**config.mk**
```make
export PLATFORM = sky130hd
export DESIGN_NAME = servo_pwm_gen
export DESIGN_NICKNAME = d
export VERILOG_FILES = /design/src/rtl/servo_pwm_gen.sv
export SDC_FILE = /design/constraint.sdc
export NUM_CORES = 1
export LEC_CHECK = 0
export ABC_AREA = 0
export CAP_MARGIN = 10
export CORE_ASPECT_RATIO = 1.25
export CORE_MARGIN = 1
export CORE_UTILIZATION = 30
export CTS_CLUSTER_SIZE = 25
export DETAILED_ROUTE_END_ITERATION = 7
export SETUP_SLACK_MARGIN = 0.2
export SLEW_MARGIN = 20
export SYNTH_ARGS = -nofsm -noshare
export SYNTH_HDL_FRONTEND = slang
export SYNTH_SLANG_ARGS = --single-unit
```
**constraint.sdc**
```tcl
create_clock -name clk -period 8.3 [get_ports clk]
set_clock_uncertainty 0.15 [all_clocks]
set_input_delay 0.83 -clock clk [delete_from_list [all_inputs] [get_ports clk]]
set_output_delay 0.83 -clock clk [all_outputs]
set_load 0.02 [all_outputs]
```
**src/rtl/servo_pwm_gen.sv**
```systemverilog
// Servo PWM generator: joystick X from a 5-byte packet sets the pulse width,
// slewed once per frame, with a centre deadband and centre-request bit.
module servo_pwm_gen #(
    parameter int unsigned CLK_HZ    = 100_000_000,
    parameter int unsigned PERIOD_US = 20000,
    parameter int unsigned MIN_US    = 1000,
    parameter int unsigned MAX_US    = 2000,
    parameter int unsigned DEADBAND  = 16,
    parameter int unsigned SLEW_US   = 10
) (
    input  logic        clk,
    input  logic        rst,
    input  logic [39:0] din,
    output logic        pwm,
    output logic [11:0] width_us,
    output logic        active
);

    localparam int unsigned DIV   = (CLK_HZ / 1_000_000 > 0) ? CLK_HZ / 1_000_000 : 1;
    localparam int unsigned PRE_W = (DIV > 1) ? $clog2(DIV) : 1;
    localparam int unsigned CNT_W = (PERIOD_US > 1) ? $clog2(PERIOD_US) : 1;

    localparam logic [11:0] MID_W  = 12'((MIN_US + MAX_US) / 2);
    localparam logic [11:0] SLEW_W = 12'(SLEW_US);
    localparam logic [41:0] MIN42  = 42'(MIN_US);
    localparam logic [41:0] MAX42  = 42'(MAX_US);
    localparam logic [41:0] SPAN42 = 42'(MAX_US - MIN_US);

    typedef enum logic {IDLE, RUN} state_t;

    state_t             state;
    logic [PRE_W-1:0]   pre_cnt;
    logic [CNT_W-1:0]   us_cnt;
    logic [CNT_W-1:0]   us_cnt_next;
    logic               us_tick;
    logic               frame_start;
    logic [39:0]        din_r;
    logic [11:0]        target_us;
    logic [11:0]        target_next;
    logic [11:0]        width_next;
    logic [11:0]        diff;
    logic               armed;
    logic               armed_next;
    logic [9:0]         x;
    logic [9:0]         x_dist;
    logic [9:0]         x_eff;
    logic [41:0]        prod;
    logic [41:0]        tgt;

    always_comb begin
        us_tick     = (pre_cnt == PRE_W'(DIV - 1));
        frame_start = us_tick && (us_cnt == CNT_W'(PERIOD_US - 1));
    end

    always_comb begin
        x      = {din_r[25:24], din_r[39:32]};
        x_dist = (x >= 10'd512) ? x - 10'd512 : 10'd512 - x;
        x_eff  = (din_r[0] || (32'(x_dist) < DEADBAND)) ? 10'd512 : x;
        prod   = 42'(x_eff) * SPAN42;
        tgt    = MIN42 + (prod >> 10);
        if (tgt < MIN42) begin
            tgt = MIN42;
        end else if (tgt > MAX42) begin
            tgt = MAX42;
        end
        target_next = tgt[11:0];
    end

    // Width and arming are only touched on a RUN frame start, so a pulse in
    // progress never sees a new target and the first pulse is frame-aligned.
    always_comb begin
        us_cnt_next = us_cnt;
        width_next  = width_us;
        armed_next  = armed;
        diff        = '0;
        if (us_tick) begin
            us_cnt_next = frame_start ? '0 : us_cnt + 1'b1;
        end
        if (frame_start && state == RUN) begin
            armed_next = 1'b1;
            if (target_us > width_us) begin
                diff       = target_us - width_us;
                width_next = width_us + ((diff > SLEW_W) ? SLEW_W : diff);
            end else if (target_us < width_us) begin
                diff       = width_us - target_us;
                width_next = width_us - ((diff > SLEW_W) ? SLEW_W : diff);
            end
        end
    end

    always_ff @(posedge clk or posedge rst) begin
        if (rst) begin
            state     <= IDLE;
            pre_cnt   <= '0;
            us_cnt    <= '0;
            din_r     <= '0;
            target_us <= '0;
            width_us  <= MID_W;
            armed     <= 1'b0;
            pwm       <= 1'b0;
            active    <= 1'b0;
        end else begin
            pre_cnt   <= us_tick ? '0 : pre_cnt + 1'b1;
            us_cnt    <= us_cnt_next;
            din_r     <= din;
            target_us <= target_next;
            width_us  <= width_next;
            armed     <= armed_next;
            pwm       <= armed_next && (32'(us_cnt_next) < 32'(width_next));
            case (state)
                IDLE: begin
                    if (din_r != '0) begin
                        state  <= RUN;
                        active <= 1'b1;
                    end
                end
                RUN: begin
                    state  <= RUN;
                    active <= 1'b1;
                end
                default: begin
                    state  <= IDLE;
                    active <= 1'b0;
                end
            endcase
        end
    end

endmodule
```
==> results of run 1 <==
## flip-flops by register name, summed over array words and instances, names as in the netlist
signal     count
pwm            1
din_r         40
us_cnt        15
armed          1
state          1
width_us      12
pre_cnt        7
active         1
target_us     11
## worst min path at each step
stage | endpoint | cells past startpoint
after global placement | state$_DFF_PP0_ | 2
after CTS | state$_DFF_PP0_ | 2
after global routing | state$_DFF_PP0_ | 2
after detailed placement | state$_DFF_PP0_ | 2
after floorplan | state$_DFF_PP0_ | 2
final | state$_DFF_PP0_ | 2
## what timing repair did
action / 4_1_cts / 5_1_grt
resized for setup: 0 / 3
endpoints found under the setup margin: 0 / 6
buffers inserted: 0 / 4
## report_power, final
group	internal [mW]	switching, mW	leakage [nW]
Sequential	0.480	0.0330	1.07
Combinational	0.579	0.729	3.01
Clock	0.239	0.180	0.145
## logic make-up (layout without fill, tap and decap cells)
family	Yosys count	after routing	synth area share, %
compound gates	188	188	16.5
flops	89	89	29.0
buf+inv	118	184	5.84
xor+xnor	51	51	5.97
simple gates	246	246	16.7
fa+ha+maj	128	128	24.0
other cells	2	14	0.0974
mux	14	14	1.90
## final cells by class
class                           instances  area (um2)  share of cell area [%]
Tap cell                              335         419                    4.64
Sequential cell                        89        2240                    24.7
Multi-Input combinational cell        641        5070                    56.1
Clock buffer                            9         225                    2.49
Inverter                              105         395                    4.37
Timing Repair Buffer                   63         611                    6.75
Clock inverter                          7        82.6                   0.913
## stage by stage
stage	std cells	total power, mW	util (%)	instance area (um2)	worst slack, ns
after CTS	1245	2.22	35.7	9010	0.494
after global placement	1229	1.77	34.5	8700	0.717
after global routing	1249	2.44	35.9	9040	0.151
after floorplan	848	1.52	-	7750	0.932
final	1249	2.24	35.9	9040	0.646
after detailed placement	1229	1.79	34.5	8700	0.485
## critical path, delay by kind of cell (launching register included)
kind                       cells  cell delay [ns]
buffers and inverters          6             0.69
DFF                            1             0.41
and+or+nand+nor                9             2.14
xor gates and xnor gates       2             0.37
adders and majority gates      6             2.66
muxes                          2             0.29
AOI/OAI and AO/OA              4             0.78
## routing by layer
| layer | GRT usage (%) | part of all wire (%) |
|---|---|---|
| met5 | 0 | 0 |
| met4 | 4.38 | 2.0 |
| met3 | 1.87 | 3.1 |
| met2 | 25.6 | 50 |
| met1 | 17.9 | 45 |
## cells in the final DEF, fill, tap and decap left out, drive strengths merged, types with 8 or more instances in the layout
cell type      count
clkbuf             9
buf                8
ha                95
a21oi             48
xnor2             31
mux2i              9
conb              14
nand2             58
nand4             17
nand3             22
nor4              11
inv              108
fa                33
or3                9
nor3              14
o21ai             35
dfrtp             82
clkdlybuf4s50     55
nor2              60
a21o              27
nor2b              9
and2              10
xor2              19
==> metrics.yaml, run 1 <==
antenna_found_initial: 0
numClockSinks: 89
finalCritPeriodShare_pct: 92.2
start_kind: "flip-flop"
arrival_ns: 7.71
ios: 56
cts_buffers: 9
via_count: 6160
synthArstFlopShare_pct: 100
drc: 0
yosysUniqueCellTypes: 77
dieArea_um2: 26300
synth_area_um2: 7710
ys_warn_count: 0
postSynthAreaPerCell_um2: 9.22
reg2reg_from: "din_r[33]$_DFF_PP0_"
min_period_ns: 7.65
cpPeakStageDelay_ns: 0.56
die_w_um: 145
finalSetupViolations: 0
wl_per_cell_um: 14.6
grt_first_pass_wirelength_um: 30700
syn_to_final_growth_pct: 17.3
dp_hpwl_um: 15000
end_kind: "flip-flop"
synth_edf_count: 0
cts_buffer_depth: 2
cap_violations: 0
ys_seq_area_share_pct: 29.0
grt_pass1_vias: 6212
finalSetupTns_ns: 0
syn_inst: 836
outcome: "completed"
slew_viol_final: 0
h-tree-depth: 3
synth_commonest_cells: "inv_1 (105), ha_1 (95), dfrtp_1 (82), nor2_1 (60), nand2_1 (58)"
p_leak_nw: 4.22
coreArea_um2: 25200
routed_via_density: 4.93
ctsHoldBuffers: 0
die_h_um: 181
yosys.area.top_type_share_pct: 26.6
startpoint: "din_r[33]$_DFF_PP0_"
fillers: 2594
synth_most_common_cell: "inv_1"
clkTransAtPathRegs_ns: 0.07
synth_top_cell_by_area: "dfrtp_1"
cpMaxStageDelayCell: "or4_1"
critPathCapture: "target_us[0]$_DFF_PP0_"
worstSkewPairLatency_ns: 0.35
drt_iter0_markers: 271
overflow: 0
r2r_slack_ns: 0.65
synth_flop_cell: "dfrtp_1"
ant_nets: 0
reg2reg_to: "target_us[0]$_DFF_PP0_"
gp_congestion: 0.865
fin_nets: 1079
grt_max_degree: 69
initial_utilization_pct: 30.6
hold_ws_ns: 0.308
path_max_fanout: 9
power_density_nw_per_um2: 248
grt_usage_pct: 14.4
portBuffers: 55
min_path_type: "reg -> reg"
tritoncts: "done"
max_freq_ghz: 0.131
synth_area_leaders: "dfrtp_1 (27%), ha_1 (15%), fa_1 (8.6%), inv_1 (5.1%), xnor2_1 (3.5%)"
layout-drive-gt1-share_pct: 6.35
reg2reg_depth: 29
root_buffer: "clkbuf_16"
relSlewSlack_pct: 45.1
drt-total-wl_um: 18300
ir_worst_vdd_v: 0.000158
hold_violations: 0
path_class: "reg -> reg"
min_from: "din_r[16]$_DFF_PP0_"
rows: 65
rsz0062_at_grt: "false"
synth-seq-cells: 89
cp.required_ns: 8.35
drt-pass1-iter-count: 5
worst_pin_slew_ns: 0.823
n_antenna_cell: 0
(Power assumes the default switching activity.)
==> run 2, diff against run 1 <==
--- a/config.mk
+++ b/config.mk
@@ -9,9 +9,10 @@
 export CAP_MARGIN = 10
 export CORE_ASPECT_RATIO = 1.25
 export CORE_MARGIN = 1
-export CORE_UTILIZATION = 30
+export CORE_UTILIZATION = 55
 export CTS_CLUSTER_SIZE = 25
 export DETAILED_ROUTE_END_ITERATION = 7
+export PLACE_DENSITY = 0.75
 export SETUP_SLACK_MARGIN = 0.2
 export SLEW_MARGIN = 20
 export SYNTH_ARGS = -nofsm -noshare
==> metrics.yaml, run 2 (synthesis results as in run 1) <==
outcome: "completed"
path_class: "reg -> reg"
dp.cells: 1069  # -13%
hold_end: "pre_cnt[0]$_DFF_PP0_"
tritoncts: "done"
numClockSinks: 89  # unchanged
reg2reg_from: "din_r[33]$_DFF_PP0_"
path_max_fanout: 9  # unchanged
ios: 56  # unchanged
root_buffer: "clkbuf_16"
routed_via_density: 5.66  # +15%
drc: 0  # unchanged
layout-drive-gt1-share_pct: 5.82  # -0.53 points
r2r_slack_ns: 0.75  # +0.10 ns
top_register: "din_r"
reg2reg_depth: 28  # -3.4%
via_count: 6144  # -0.26%
clkTransAtPathRegs_ns: 0.07  # about the same
n_antenna_cell: 0  # unchanged
worst_pin_slew_ns: 0.916  # +0.0933 ns
reg_top3: "din_r: 40 flops, us_cnt: 15 flops, width_us: 12 flops"
cts_buffer_depth: 2  # unchanged
cp.required_ns: 8.37  # +0.02 ns
largest_register_ffs: 40  # unchanged
cts_buffers: 9  # unchanged
crit_family: "adder cells"
slew_viol_final: 0  # unchanged
end_kind: "flip-flop"
finalSetupViolations: 0  # unchanged
finalSetupTns_ns: 0  # unchanged
drt-total-wl_um: 17000  # -7.1%
grt_pass1_vias: 6173  # -0.63%
die_w_um: 108  # -26%
finalCritPeriodShare_pct: 91.0  # -1.2 points
arrival_ns: 7.63  # -0.08 ns
p_sw_uw: 926  # -1.7%
wl_per_cell_um: 15.6  # +6.8%
rows: 48  # -26%
min_period_ns: 7.55  # -0.102 ns
internal_power_mw: 1.25  # -3.7%
max_freq_ghz: 0.132  # +1.4%
fin_nets: 1076  # -0.28%
holdPathStages: 1  # -1
min_from: "pre_cnt[0]$_DFF_PP0_"
worst_slack_ns: 0.748  # +0.102 ns
hold_ws_ns: 0.314  # +0.00529 ns
p_clk_share_pct: 17.8  # -0.9 points
mostFrequentLayoutCells: "inv_1 (104), ha_1 (94), dfrtp_1 (82)"
fin_cells: 1086  # -13%
ir_worst_vdd_v: 0.000160  # +1.6%
start_kind: "flip-flop"
h-tree-depth: 3  # unchanged
p_leak_nw: 4.20  # -0.45%
pwr-share-comb_pct: 58.7  # +0.3 points
total_power_mw: 2.18  # -2.9%
gp_congestion: 0.894  # +3.4%
reg2reg_to: "target_us[1]$_DFF_PP0_"
cp.buffers_inverters: 5  # -1
power_density_nw_per_um2: 247  # -0.25%
dp_hpwl_um: 13800  # -7.9%
coreArea_um2: 13800  # -45%
netSwitchingFraction_pct: 42.6  # +0.49 points
initial_utilization_pct: 56.0  # +25 points
cpPeakStageDelay_ns: 0.56  # about the same
portBuffers: 55  # unchanged
grt_first_pass_wirelength_um: 28800  # -6.4%
dieArea_um2: 14500  # -45%
antenna_found_initial: 0  # unchanged
cpMaxStageDelayCell: "fa_1"
grt_usage_pct: 25.4  # +11 points
final_common_cell: "inv_1"
ant_nets: 0  # unchanged
min_path_type: "reg -> reg"
grt_max_degree: 90  # +30%
hold_violations: 0  # unchanged
relSlewSlack_pct: 38.4  # -6.7 points
die_h_um: 134  # -26%
drt_iter0_markers: 234  # -14%
overflow: 0  # unchanged
drt-pass1-iter-count: 4  # -1
rsz0062_at_grt: "false"
syn_to_final_growth_pct: 14.2
ctsHoldBuffers: 0  # unchanged
p_seq_share_pct: 23.5  # +0.6 points
worstSkewPairLatency_ns: 0.35  # about the same
post-place-ws_ns: 0.570  # +0.0845 ns
cap_violations: 0  # unchanged
==> run 2: cell types whose count changed in the layout (fill, tap and decap cells not counted), sizes merged <==
cell      change
buf           -3
bufinv        -1
clkbuf        +1
clkinv        +1
clkinvlp      -1
==> run 2: routing by layer <==
layer | share of wire, % | vias up | GRT usage (%)
met3 | 3.7 | 39 | 4.18
li1 | - | 3051 | -
met1 | 41 | 2904 | 29.8
met5 | 0 | - | 0
met4 | 2.8 | 0 | 7.91
met2 | 53 | 150 | 46.8
==> run 2: worst max path at each step <==
stage	start	to	slack, ns	depth (start not counted)
floorplan	din_r[32]$_DFF_PP0_	target_us[0]$_DFF_PP0_	0.93	27
finish	din_r[33]$_DFF_PP0_	target_us[1]$_DFF_PP0_	0.75	28
global route	din_r[33]$_DFF_PP0_	target_us[0]$_DFF_PP0_	0.23	28
CTS	din_r[32]$_DFF_PP0_	target_us[1]$_DFF_PP0_	0.53	28
global placement	din_r[32]$_DFF_PP0_	target_us[0]$_DFF_PP0_	0.82	28
detailed placement	din_r[32]$_DFF_PP0_	target_us[0]$_DFF_PP0_	0.57	28
==> run 2: power groups by stage <==
stage | registers, mW | logic [mW] | clock network, mW
floorplan | 0.507 | 1.01 | 0
global placement | 0.517 | 1.23 | 0
detailed placement | 0.519 | 1.25 | 0
CTS | 0.510 | 1.26 | 0.399
global route | 0.515 | 1.43 | 0.421
finish | 0.511 | 1.28 | 0.388
==> run 2: through the flow <==
| step | util (%) | cell area, um2 |
|---|---|---|
| 5_1_grt | 64.0 | 8800 |
| 2_1_floorplan | - | 7750 |
| 6_report | 64.0 | 8800 |
| 3_5_place_dp | 61.8 | 8500 |
| 4_1_cts | 63.9 | 8780 |
| 3_3_place_gp | 61.8 | 8500 |
==> run 2: timing repair <==
item	in CTS	in global routing
endpoints found under the setup margin	0	6
gates resized for setup	0	3
buffers inserted	0	1
==> run 2: layout make-up <==
| class | instances | area, um2 |
|---|---|---|
| multi-input cells | 641 | 5080 |
| fillers | 1150 | 4950 |
| flip-flops and latches | 89 | 2240 |
| repair buffers | 60 | 592 |
| inverters | 105 | 395 |
| clock buffers | 10 | 229 |
| well taps | 175 | 219 |
| clock inverters | 6 | 56.3 |
==> run 3, diff against run 2 <==
==> constraint.sdc (replaced) <==
create_clock -name clk -period 9.73 [get_ports clk]
set_clock_uncertainty 0.15 [all_clocks]
set_input_delay 0.973 -clock clk [delete_from_list [all_inputs] [get_ports clk]]
set_output_delay 0.973 -clock clk [all_outputs]
set_load 0.02 [all_outputs]
==> metrics.yaml, run 3 (synthesis results as in run 1) <==
outcome: "completed"
worst_slack_ns: 1.47  # +0.721 ns
hold_ws_ns: 0.316  # +0.00189 ns
final_common_cell: "inv_1"
wl_per_cell_um: 15.8  # +0.79%
worst_pin_slew_ns: 0.994  # +0.0784 ns
hold_violations: 0  # unchanged
drt_iter0_markers: 281  # +20%
fin_util_pct: 63.9  # -0.11 points
reg_top3: "din_r: 40 flops, us_cnt: 15 flops, width_us: 12 flops"
worstSkewPairLatency_ns: 0.35  # about the same
h-tree-depth: 3  # unchanged
slew_viol_final: 0  # unchanged
mostFrequentLayoutCells: "inv_1 (104), ha_1 (95), dfrtp_1 (82)"
post-place-ws_ns: 1.54  # +0.974 ns
ctsHoldBuffers: 0  # unchanged
numClockSinks: 89  # unchanged
dieArea_um2: 14500  # unchanged
power_density_nw_per_um2: 213  # -14%
path_max_fanout: 9  # unchanged
cpPeakStageDelay_ns: 0.87  # +0.31 ns
reg2reg_to: "target_us[0]$_DFF_PP0_"
r2r_slack_ns: 1.47  # +0.72 ns
reg2reg_depth: 27  # -3.6%
cp.required_ns: 9.79  # +1.42 ns
routed_via_density: 5.68  # +0.36%
portBuffers: 55  # unchanged
min_path_type: "reg -> reg"
grt_use_met3_pct: 4.57  # +0.39 points
fillers: 1174  # +2.1%
grt_usage_pct: 25.6  # +0.17 points
fin_cells: 1084  # -0.18%
arrival_ns: 8.32  # +0.69 ns
path_class: "reg -> reg"
root_buffer: "clkbuf_16"
ios: 56  # unchanged
ant_nets: 0  # unchanged
start_kind: "flip-flop"
max_freq_ghz: 0.121  # -8.6%
finalSetupTns_ns: 0  # unchanged
antenna_found_initial: 0  # unchanged
ir_worst_vdd_v: 0.000139  # -13%
fin_nets: 1074  # -0.19%
grt_pass1_vias: 6314  # +2.3%
min_period_ns: 8.26  # +0.709 ns
relSlewSlack_pct: 33.7  # -4.7 points
globalRouteMet1Util_pct: 30.3  # +0.50 points
multiInputGateArea_um2: 5070  # -0.20%
ff_latch_area_um2: 2240  # unchanged
die_h_um: 134  # unchanged
dp.cells: 1068  # -0.094%
crit_family: "adder cells"
largest_register_ffs: 40  # unchanged
end_kind: "flip-flop"
dp_hpwl_um: 13800  # about the same
overflow: 0  # unchanged
cts_buffers: 9  # unchanged
busiest_layer: "met2"
finalCritPeriodShare_pct: 84.9  # -6.1 points
tritoncts: "done"
cp.buffers_inverters: 4  # -1
drt-pass1-iter-count: 5  # +1
drt-total-wl_um: 17100  # +0.60%
cts_buffer_depth: 2  # unchanged
holdPathStages: 2  # +1
clkTransAtPathRegs_ns: 0.07  # about the same
post-cts-setup-buffers: 0  # unchanged
grt_max_degree: 78  # -13%
min_from: "din_r[16]$_DFF_PP0_"
initial_utilization_pct: 56.0  # unchanged
coreArea_um2: 13800  # unchanged
n_antenna_cell: 0  # unchanged
rows: 48  # unchanged
rsz0062_at_grt: "false"
cts.repair.resized: 0  # unchanged
top_register: "din_r"
syn_to_final_growth_pct: 14.0
die_w_um: 108  # unchanged
drc: 0  # unchanged
grtUsageMet2_pct: 45.2  # -1.6 points
hold_end: "state$_DFF_PP0_"
cpMaxStageDelayCell: "a222oi_1"
layout-drive-gt1-share_pct: 5.50  # -0.32 points
p_leak_nw: 4.20  # -0.21%
gp_congestion: 0.903  # +1.0%
cap_violations: 0  # unchanged
reg2reg_from: "din_r[32]$_DFF_PP0_"
grt_first_pass_wirelength_um: 29100  # +1.1%
finalSetupViolations: 0  # unchanged
via_count: 6155  # +0.18%
-- run 3: worst reg2reg max path, cell delays in order, from the launching register on --
cell and delay, ns:
dfrtp_1 0.43, nor4_4 0.42, a22oi_1 0.12, a222oi_1 0.87, nor2_1 0.31, nand2_1 0.24, inv_1 0.14, fa_1 0.56
inv_1 0.05, fa_1 0.52, fa_1 0.44, fa_1 0.51, inv_1 0.04, ha_1 0.35, inv_1 0.06, or4_1 0.58
o211a_2 0.32, nor2_1 0.12, o21ai_0 0.10, xnor2_1 0.20, ha_1 0.31, nor3_1 0.09, mux2i_1 0.22, xnor2_1 0.15
nor4bb_1 0.27, and4bb_1 0.32, a21oi_2 0.06, nor3b_2 0.16
-- run 3: worst max path at each step --
stage,from,end,slack (ns),cells past startpoint
6_report,din_r[32]$_DFF_PP0_,target_us[0]$_DFF_PP0_,1.47,27
5_1_grt,din_r[32]$_DFF_PP0_,target_us[0]$_DFF_PP0_,0.93,27
4_1_cts,din_r[32]$_DFF_PP0_,target_us[0]$_DFF_PP0_,1.48,27
3_3_place_gp,din_r[32]$_DFF_PP0_,target_us[0]$_DFF_PP0_,1.72,27
2_1_floorplan,din_r[32]$_DFF_PP0_,target_us[0]$_DFF_PP0_,2.36,27
3_5_place_dp,din_r[32]$_DFF_PP0_,target_us[0]$_DFF_PP0_,1.54,27
-- run 3: layout make-up --
| class | instances | share of cell area [%] |
|---|---|---|
| inverters | 105 | 4.50 |
| multi-input cells | 641 | 57.7 |
| clock inverters | 6 | 0.683 |
| repair buffers | 58 | 6.52 |
| clock buffers | 10 | 2.72 |
| flip-flops and latches | 89 | 25.4 |
| well taps | 175 | 2.49 |
-- run 3: metrics by stage --
step	cell area [um2]	power, mW
after CTS	8790	1.87
after global placement	8490	1.49
after global routing	8790	2.03
after floorplan	7750	1.30
final	8790	1.87
after detailed placement	8490	1.51
-- run 3: layer usage --
layer	up-vias	wire length, um
li1	3048	-
met2	160	8800
met1	2908	6990
met3	39	713
met4	0	577
met5	-	0
-- run 3: where the power goes --
group / switching (mW) / internal (mW)
combinational: 0.613 / 0.474
sequential: 0.0260 / 0.409
clock: 0.163 / 0.186
total: 0.801 / 1.07
